[src/rtl/tib_accept.sv]
// tib_accept: edits UART RX bytes into the TIB, echoes them on TX, and hands the finished line to the interpreter.
module tib_accept #(
  parameter int TIB    = 'h0,
  parameter int TIB_SZ = 80,
  parameter int MSZ    = 8,
  parameter int ASZ    = 17
) (
  input  logic           clk,
  input  logic           rst,
  input  logic           en_i,
  input  logic           rx_vld_i,
  input  logic [7:0]     rx_dat_i,
  output logic           rx_rdy_o,
  output logic           tx_vld_o,
  output logic [7:0]     tx_dat_o,
  input  logic           tx_rdy_i,
  output logic           mb_we_o,
  output logic [ASZ-1:0] mb_ai_o,
  output logic [MSZ-1:0] mb_vi_o,
  input  logic           ack_i,
  output logic           done_o,
  output logic [7:0]     len_o,
  output logic           ovf_o,
  output logic           bsy_o
);
  typedef enum logic [3:0] {IDLE, RCV, WR, ECHO, BS1, BS2, BS3, TRM0, TRM1, DONE, HOLD} st_t;
  localparam logic [ASZ-1:0] BASE = ASZ'(TIB);
  localparam logic [7:0] LMAX = 8'(TIB_SZ - 2);
  st_t state_q;
  logic [7:0] len_q, tx_dat_q;
  logic ovf_q, done_q, rx_rdy_q, tx_vld_q, we_q;
  logic [ASZ-1:0] ai_q;
  logic [MSZ-1:0] vi_q;
  logic acc, prt, bsp, eol;
  logic [7:0] chr;
  logic [ASZ-1:0] adr;
  always_comb begin
    acc = state_q == RCV && rx_vld_i && rx_rdy_q;
    chr = rx_dat_i == 8'h09 ? 8'h20 : rx_dat_i;
    prt = chr >= 8'h20 && chr <= 8'h7e;
    bsp = rx_dat_i == 8'h08 || rx_dat_i == 8'h7f;
    eol = rx_dat_i == 8'h0d || rx_dat_i == 8'h0a;
    adr = BASE + ASZ'(len_q);
  end
  always_ff @(posedge clk) begin
    if (rst) begin
      state_q  <= IDLE;
      len_q    <= '0;
      ovf_q    <= 1'b0;
      done_q   <= 1'b0;
      rx_rdy_q <= 1'b0;
      tx_vld_q <= 1'b0;
      tx_dat_q <= '0;
      we_q     <= 1'b0;
      ai_q     <= BASE;
      vi_q     <= '0;
    end else if (!en_i) begin
      state_q  <= IDLE;
      len_q    <= '0;
      ovf_q    <= 1'b0;
      done_q   <= 1'b0;
      rx_rdy_q <= 1'b0;
      tx_vld_q <= 1'b0;
      we_q     <= 1'b0;
    end else begin
      done_q   <= 1'b0;
      we_q     <= 1'b0;
      // ready drops for the cycle after every accept, so at most one byte per classification
      rx_rdy_q <= state_q == RCV && !acc;
      case (state_q)
        IDLE: state_q <= RCV;
        RCV: if (acc) begin
          if (prt && len_q < LMAX) begin
            state_q  <= WR;
            we_q     <= 1'b1;
            ai_q     <= adr;
            vi_q     <= MSZ'(chr);
            tx_dat_q <= chr;
          end else if (prt) begin
            state_q  <= ECHO;
            ovf_q    <= 1'b1;
            tx_vld_q <= 1'b1;
            tx_dat_q <= 8'h07;
          end else if (bsp && len_q != 8'd0) begin
            state_q  <= BS1;
            len_q    <= len_q - 8'd1;
            tx_vld_q <= 1'b1;
            tx_dat_q <= 8'h08;
          end else if (eol) begin
            state_q <= TRM0;
            we_q    <= 1'b1;
            ai_q    <= adr;
            vi_q    <= MSZ'(8'h20);
          end
        end
        WR: begin
          state_q  <= ECHO;
          len_q    <= len_q + 8'd1;
          tx_vld_q <= 1'b1;
        end
        ECHO, BS3: if (tx_rdy_i) begin
          state_q  <= RCV;
          tx_vld_q <= 1'b0;
        end
        BS1: if (tx_rdy_i) begin
          state_q  <= BS2;
          tx_dat_q <= 8'h20;
        end
        BS2: if (tx_rdy_i) begin
          state_q  <= BS3;
          tx_dat_q <= 8'h08;
        end
        TRM0: begin
          state_q <= TRM1;
          we_q    <= 1'b1;
          ai_q    <= ai_q + ASZ'(1);
          vi_q    <= '0;
        end
        TRM1: begin
          state_q <= DONE;
          done_q  <= 1'b1;
        end
        DONE: state_q <= HOLD;
        HOLD: if (ack_i) begin
          state_q <= RCV;
          len_q   <= '0;
          ovf_q   <= 1'b0;
        end
        default: state_q <= IDLE;
      endcase
    end
  end
  // a write already issued is killed in the same cycle that rst or en drop arrives
  assign mb_we_o  = we_q & en_i & ~rst;
  assign mb_ai_o  = ai_q;
  assign mb_vi_o  = vi_q;
  assign rx_rdy_o = rx_rdy_q;
  assign tx_vld_o = tx_vld_q;
  assign tx_dat_o = tx_dat_q;
  assign done_o   = done_q;
  assign len_o    = len_q;
  assign ovf_o    = ovf_q;
  assign bsy_o    = state_q != IDLE && state_q != RCV;
endmodule

[config.mk]
export PLATFORM = sky130hd
export DESIGN_NAME = tib_accept
export DESIGN_NICKNAME = d
export VERILOG_FILES = /design/src/rtl/tib_accept.sv
export SDC_FILE = /design/constraint.sdc
export NUM_CORES = 1
export LEC_CHECK = 0
export BUFFER_PORTS_ARGS = -buffer_cell sky130_fd_sc_hd__buf_2
export CAP_MARGIN = 5
export CORE_MARGIN = 4
export CORE_UTILIZATION = 50
export DETAILED_ROUTE_END_ITERATION = 10
export HOLD_SLACK_MARGIN = 0.06
export PLACE_DENSITY = 0.74
export SKIP_CTS_REPAIR_TIMING = 1
export SYNTH_ARGS = -nofsm -noshare
export SYNTH_HDL_FRONTEND = slang
export SYNTH_SLANG_ARGS = --single-unit
[constraint.sdc]
create_clock -name clk -period 2.75 [get_ports clk]
set_clock_uncertainty 0.1 [all_clocks]
set_input_delay 0.275 -clock clk [delete_from_list [all_inputs] [get_ports clk]]
set_output_delay 0.275 -clock clk [all_outputs]
set_load 0.02 [all_outputs]
== After elaboration in Yosys (flattened, before gate mapping) ==
Cells that the tools add are included.
W data, S select, Z words.

* Add/subtract/negate cells: 3
* $lt $le $gt $ge: 3
* Equal/unequal tests: 31
* Multiplexer cells: 54
* Bitwise gates (word level): 4
* Reductions and logical operators: 26

{| class="wikitable"
|+ Operators by type and width
! kind !! number
|-
| $mux W8 || 17
|-
| $mux W17 || 5
|-
| $pmux W8 S3 || 2
|-
| $pmux W4 S10 || 1
|-
| $mux W4 || 9
|-
| $pmux W17 S2 || 1
|-
| $eq A8 B4 Y1 const B || 4
|-
| $reduce_and A6 Y1 || 4
|-
| $add A17 B1 Y17 const B || 1
|-
| $eq A4 B3 Y1 const B || 4
|-
| $ne A2 B2 Y1 const B || 8
|-
| $pmux W8 S2 || 1
|-
| $mux W1 || 15
|-
| $eq A4 B4 Y1 const B || 3
|-
| $reduce_and A5 Y1 || 2
|-
| $ne A3 B2 Y1 const B || 3
|-
| $reduce_bool A3 Y1 || 3
|-
| $add A8 B1 Y8 const B || 1
|-
| $eq A4 B2 Y1 const B || 2
|-
| $eq A8 B7 Y1 const B || 1
|-
| $ge A8 B6 Y1 const B || 1
|-
| $le A8 B7 Y1 const B || 1
|-
| $lt A8 B7 Y1 const B || 1
|-
| $reduce_bool A8 Y1 || 1
|-
| 18 further kinds || 30
|}

* Flip-flop bits (word level): 50
* Input port bits: 14
* Output and inout port bits: 47
* Logic and storage cells: 131

== Logic depth before layout (Yosys ltp) ==
* Depth in word-level cells: 8
* Depth in mapped cells: 11
* Depth with buffers taken out: 10

== Worst setup path before layout ==
Ideal clock, no wire load.

* Path kind: register to register
* Start: register state_q[1]
* End: register len_q[6], in the netlist len_o[6]
* Setup time: 0.079 ns
* Arrival time: 2.413 ns
* Required time: 2.571 ns
* Setup slack: 0.158 ns
* Cell stages (with the launch flop): 11
* Path buffers: 1
* Clock period less this slack: 2.592 ns
* Cell sequence: dfxtp_1 -> buf_2 -> and2b_1 -> nand2_1 -> ha_1 -> nor2b_1 -> o21a_1 -> o21a_1 -> o21a_1 -> or4b_1 -> o211ai_1

* Cells in the longest elaborated chain, start to end: 5
* Elaborated cells between the ends (all ways): 13
* Classes of those cells: eq/ne: 8; mux: 1; reduce/logical: 4

{| class="wikitable"
|+ RTL lines
! element !! line !! text
|-
| from (decl) || 29 || <nowiki>st_t state_q;</nowiki>
|-
| from (signal assigned) || 47 || <nowiki>state_q <= IDLE;</nowiki>
|-
| from (signal assigned) || 58 || <nowiki>state_q <= IDLE;</nowiki>
|-
| from (signal assigned) || 71 || <nowiki>IDLE: state_q <= RCV;</nowiki>
|-
| $eq A4 B1 Y1 || 38, 70 ||
|-
| $logic_and A1 B1 Y1 (2 in a row) || 38 || <nowiki>acc = state_q == RCV && rx_vld_i && rx_rdy_q;</nowiki>
|-
| $ne A2 B2 Y1 (no source line) || n/a ||
|-
| $reduce_and A6 Y1 (no source line) || n/a ||
|-
| to (signal assigned) || 86 || <nowiki>len_q <= len_q - 8'd1;</nowiki>
|-
| to (signal assigned) || 98 || <nowiki>len_q <= len_q + 8'd1;</nowiki>
|-
| to (decl) || 30 || <nowiki>logic [7:0] len_q, tx_dat_q;</nowiki>
|}

Several ways; a longest one is shown, not always the timed one.
A chain may end at the register's enable or synchronous reset.

== Final worst setup path ==
* Start: register state_q[3]
* End: register len_q[7], in the netlist len_o[7]

The elaborated chain is that of the path after synthesis.

==> metrics.txt <==
maxcap violations=0; post-synthesis cell count=375; Port Buf Inserts=60; Tot GR Track Use=0.221; worst stage delay on the critical path=0.47 ns; final count of negative-setup-slack endpoints=0; min Tclk post-route=2.54 ns; vias in the first global route=between 2000 and 3000; number of remaining DRC errors=0; post-synth top area cell=dfxtp_1; period utilisation layout=0.924; core area=5640 µm²; layout cells sized above 1=0.236; area share of xor/xnor cells in the synthesized design=0.00885; Max Fclk=0.393 GHz; chip height=85.1 µm; largest family of logic cells by synthesized area=simple AND/OR/NAND/NOR gates; Synth Area per Inst=7.92 µm²; slowest cell on the critical path=or4b_1; top cells by area, synth=dfxtp_1 (34%), a21oi_1 (5.4%), nor2_1 (4.8%); CP Launch Point=state_q[3]; Final Cell Area=about 3500 µm²; Initial Util=0.526; nets=461; min-delay worst type=primary input to register; setup TNS=0 ns; Seq/Total Area, Yosys=0.337; WL per Instance=15.5 µm; Hold Vio Cnt, Final=0; RSZ-0062 raised after global routing=false; area grow syn2layout=18.3%; Commonest cells post-synth=dfxtp_1 (50), nor2_1 (38), nand2_1 (37); Final Non-Filler Cells=512; drt total wl=between 7000 and 8000 µm; number of synthesized register bits=50; synthesized cell area=2970 µm²; critical path startpoint category=register; Post-DP HPWL=5740 µm; multi-input logic area=1870 µm²; end of the critical path=len_o[7]; RePlAce Congestion=0.906; Power Total=between 1 and 1.5 mW; clock sink count=50; ys async rst share=0; post-synthesis mux area share=0.0202; fin. max-slew vios=0; Iter 0 DRT Violations=156; final hold slack=0.164 ns; largest net degree at the start of global routing=45; CP top delay family=simple AND/OR/NAND/NOR gates; critical path class=register to register; row cnt=27; Post-DP Area=3400 µm²; relative slew slack=0.472; Post-Synth Simple-Gate Area=0.324; synth unique cells=61; Worst-Margin Slew=0.790 ns; post-route ant nets=0; Clock Latency Late Sink=0.32 ns; worst r2r dst=len_o[7]; Clock transition at path regs=0.11 ns; Initial DRT Pass Iterations=4; worst path required time=2.90 ns; Max VDD drop=0.000286 V; R2R Setup Slk=0.21 ns; CTS tree=yes; Ys Warns=0; top cell type's share of synthesized area=0.337; via count=3057; Critical Path Stages=9; Synth Area in Adders=0.0362; register area=roughly 1000 µm²; RR Startpoint=state_q[3]; Power per Cell Area=~400 nW/µm²; Crit. End Element=register; CTS Buf Count=5; DR vias/cell=5.97; main flop type after synthesis=dfxtp_1; r2r worst-path depth=9; fill count=around 540; Mapped Nets=397; first-pass GRT wire length=13200 µm; Placed Cells=about 500; DIE WIDTH=between 80 and 90 µm; crit path DAT=2.69 ns; static leakage=1.42 nW; htree depth=2; Max Root-Sink Buffers=2; outcome=completed; worst-path maximum fanout=7; Buf/Inv on CP=0; Remaining Overflow, GRT=0; worst path cell trace=and2b_1 -> nand2_2 -> ha_1 -> nand3_1 -> o2111ai_1 -> o211ai_1 -> xnor2_1 -> or4b_1 -> a31oi_1; Root Driver=clkbuf_8; die area=7240 µm²; # IOs=61; Compound-Gate Fraction of Synth Area=0.235; ANT cells=0; antenna violations before repair=0; most frequent cell after synthesis=dfxtp_1; Post-synth EDFFs=0
report_power, final:
part	internal (mW)	switching [mW]	total, mW
registers	0.730	0.00543	0.735
logic	0.0664	0.105	0.171
clock network	0.189	0.281	0.470
total	0.985	0.391	1.38
layer usage:
metal	wire length [µm]	share of wire	vias to the layer above	GRT usage
met3	433	0.055	10	0.0388
met4	99	0.012	0	0.0561
met2	3790	0.48	89	0.375
li1	-	-	1514	-
met1	3600	0.45	1444	0.290
met5	0	0	-	0
state kept, by name, indices dropped and copies added, names as in the netlist:
register	count
rx_rdy_o	1
tx_vld_o	1
we_q	1
tx_dat_o	8
done_o	1
ovf_o	1
mb_ai_o	17
mb_vi_o	8
len_o	8
state_q	4
metrics by stage:
| stage | worst slack [ns] | utilization |
|---|---|---|
| final | 0.208 | 0.623 |
| after global routing | 0.0373 | 0.623 |
| after CTS | 0.111 | 0.620 |
| after detailed placement | 0.170 | 0.603 |
| after global placement | 0.233 | 0.603 |
| after floorplan | 0.158 | - |
cells by family after synthesis:
kind of cell / count (synthesis)
multiplexers: 6
XOR/XNOR: 3
AND/OR/NAND/NOR: 177
AO/OA/AOI/OAI: 104
buffers and inverters: 27
flip-flops: 50
adder cells (fa/ha/maj): 8
worst min-delay path by stage:
stage / startpoint / endpoint / cells past startpoint
finish: rx_dat_i[0] / mb_vi_o[0] / 3
CTS: rx_dat_i[0] / mb_vi_o[0] / 3
global placement: tx_dat_o[3] / tx_dat_o[3] / 2
detailed placement: mb_vi_o[5] / mb_vi_o[5] / 2
floorplan: rx_dat_i[0] / mb_vi_o[0] / 2
global route: rx_dat_i[4] / tx_dat_o[4] / 3
worst register-to-register path, stage by stage (launching register included):
cell       delay (ns)
dfxtp_1          0.32
and2b_1          0.26
nand2_2          0.15
ha_1             0.40
nand3_1          0.13
o2111ai_1        0.21
o211ai_1         0.14
xnor2_1          0.15
or4b_1           0.47
a31oi_1          0.16
placed cells by master, fill, tap and decap left out, types with 4 or more instances in the layout:
master / count
buf_2: 60
dfxtp_1: 50
nor2_1: 38
nand2_1: 36
a21oi_1: 32
nand3_1: 24
o21ai_0: 20
buf_4: 17
nand2b_1: 12
nor3_1: 10
nand3b_1: 9
inv_1: 7
and3_1: 7
o21a_1: 7
or3_1: 7
a31oi_1: 6
mux2i_1: 6
ha_1: 6
nand4_1: 5
o32ai_1: 5
o211ai_1: 5
clkbuf_8: 5
o31ai_1: 4
layout make-up:
type,count,share of cell area
multi-input combinational,298,0.532
sequential,50,0.285
timing repair buffer,77,0.122
tap,72,0.0257
clock buffer,5,0.0196
clock inverter,3,0.00819
inverter,7,0.00748
Note: power is estimated with default switching activity, not from simulation.
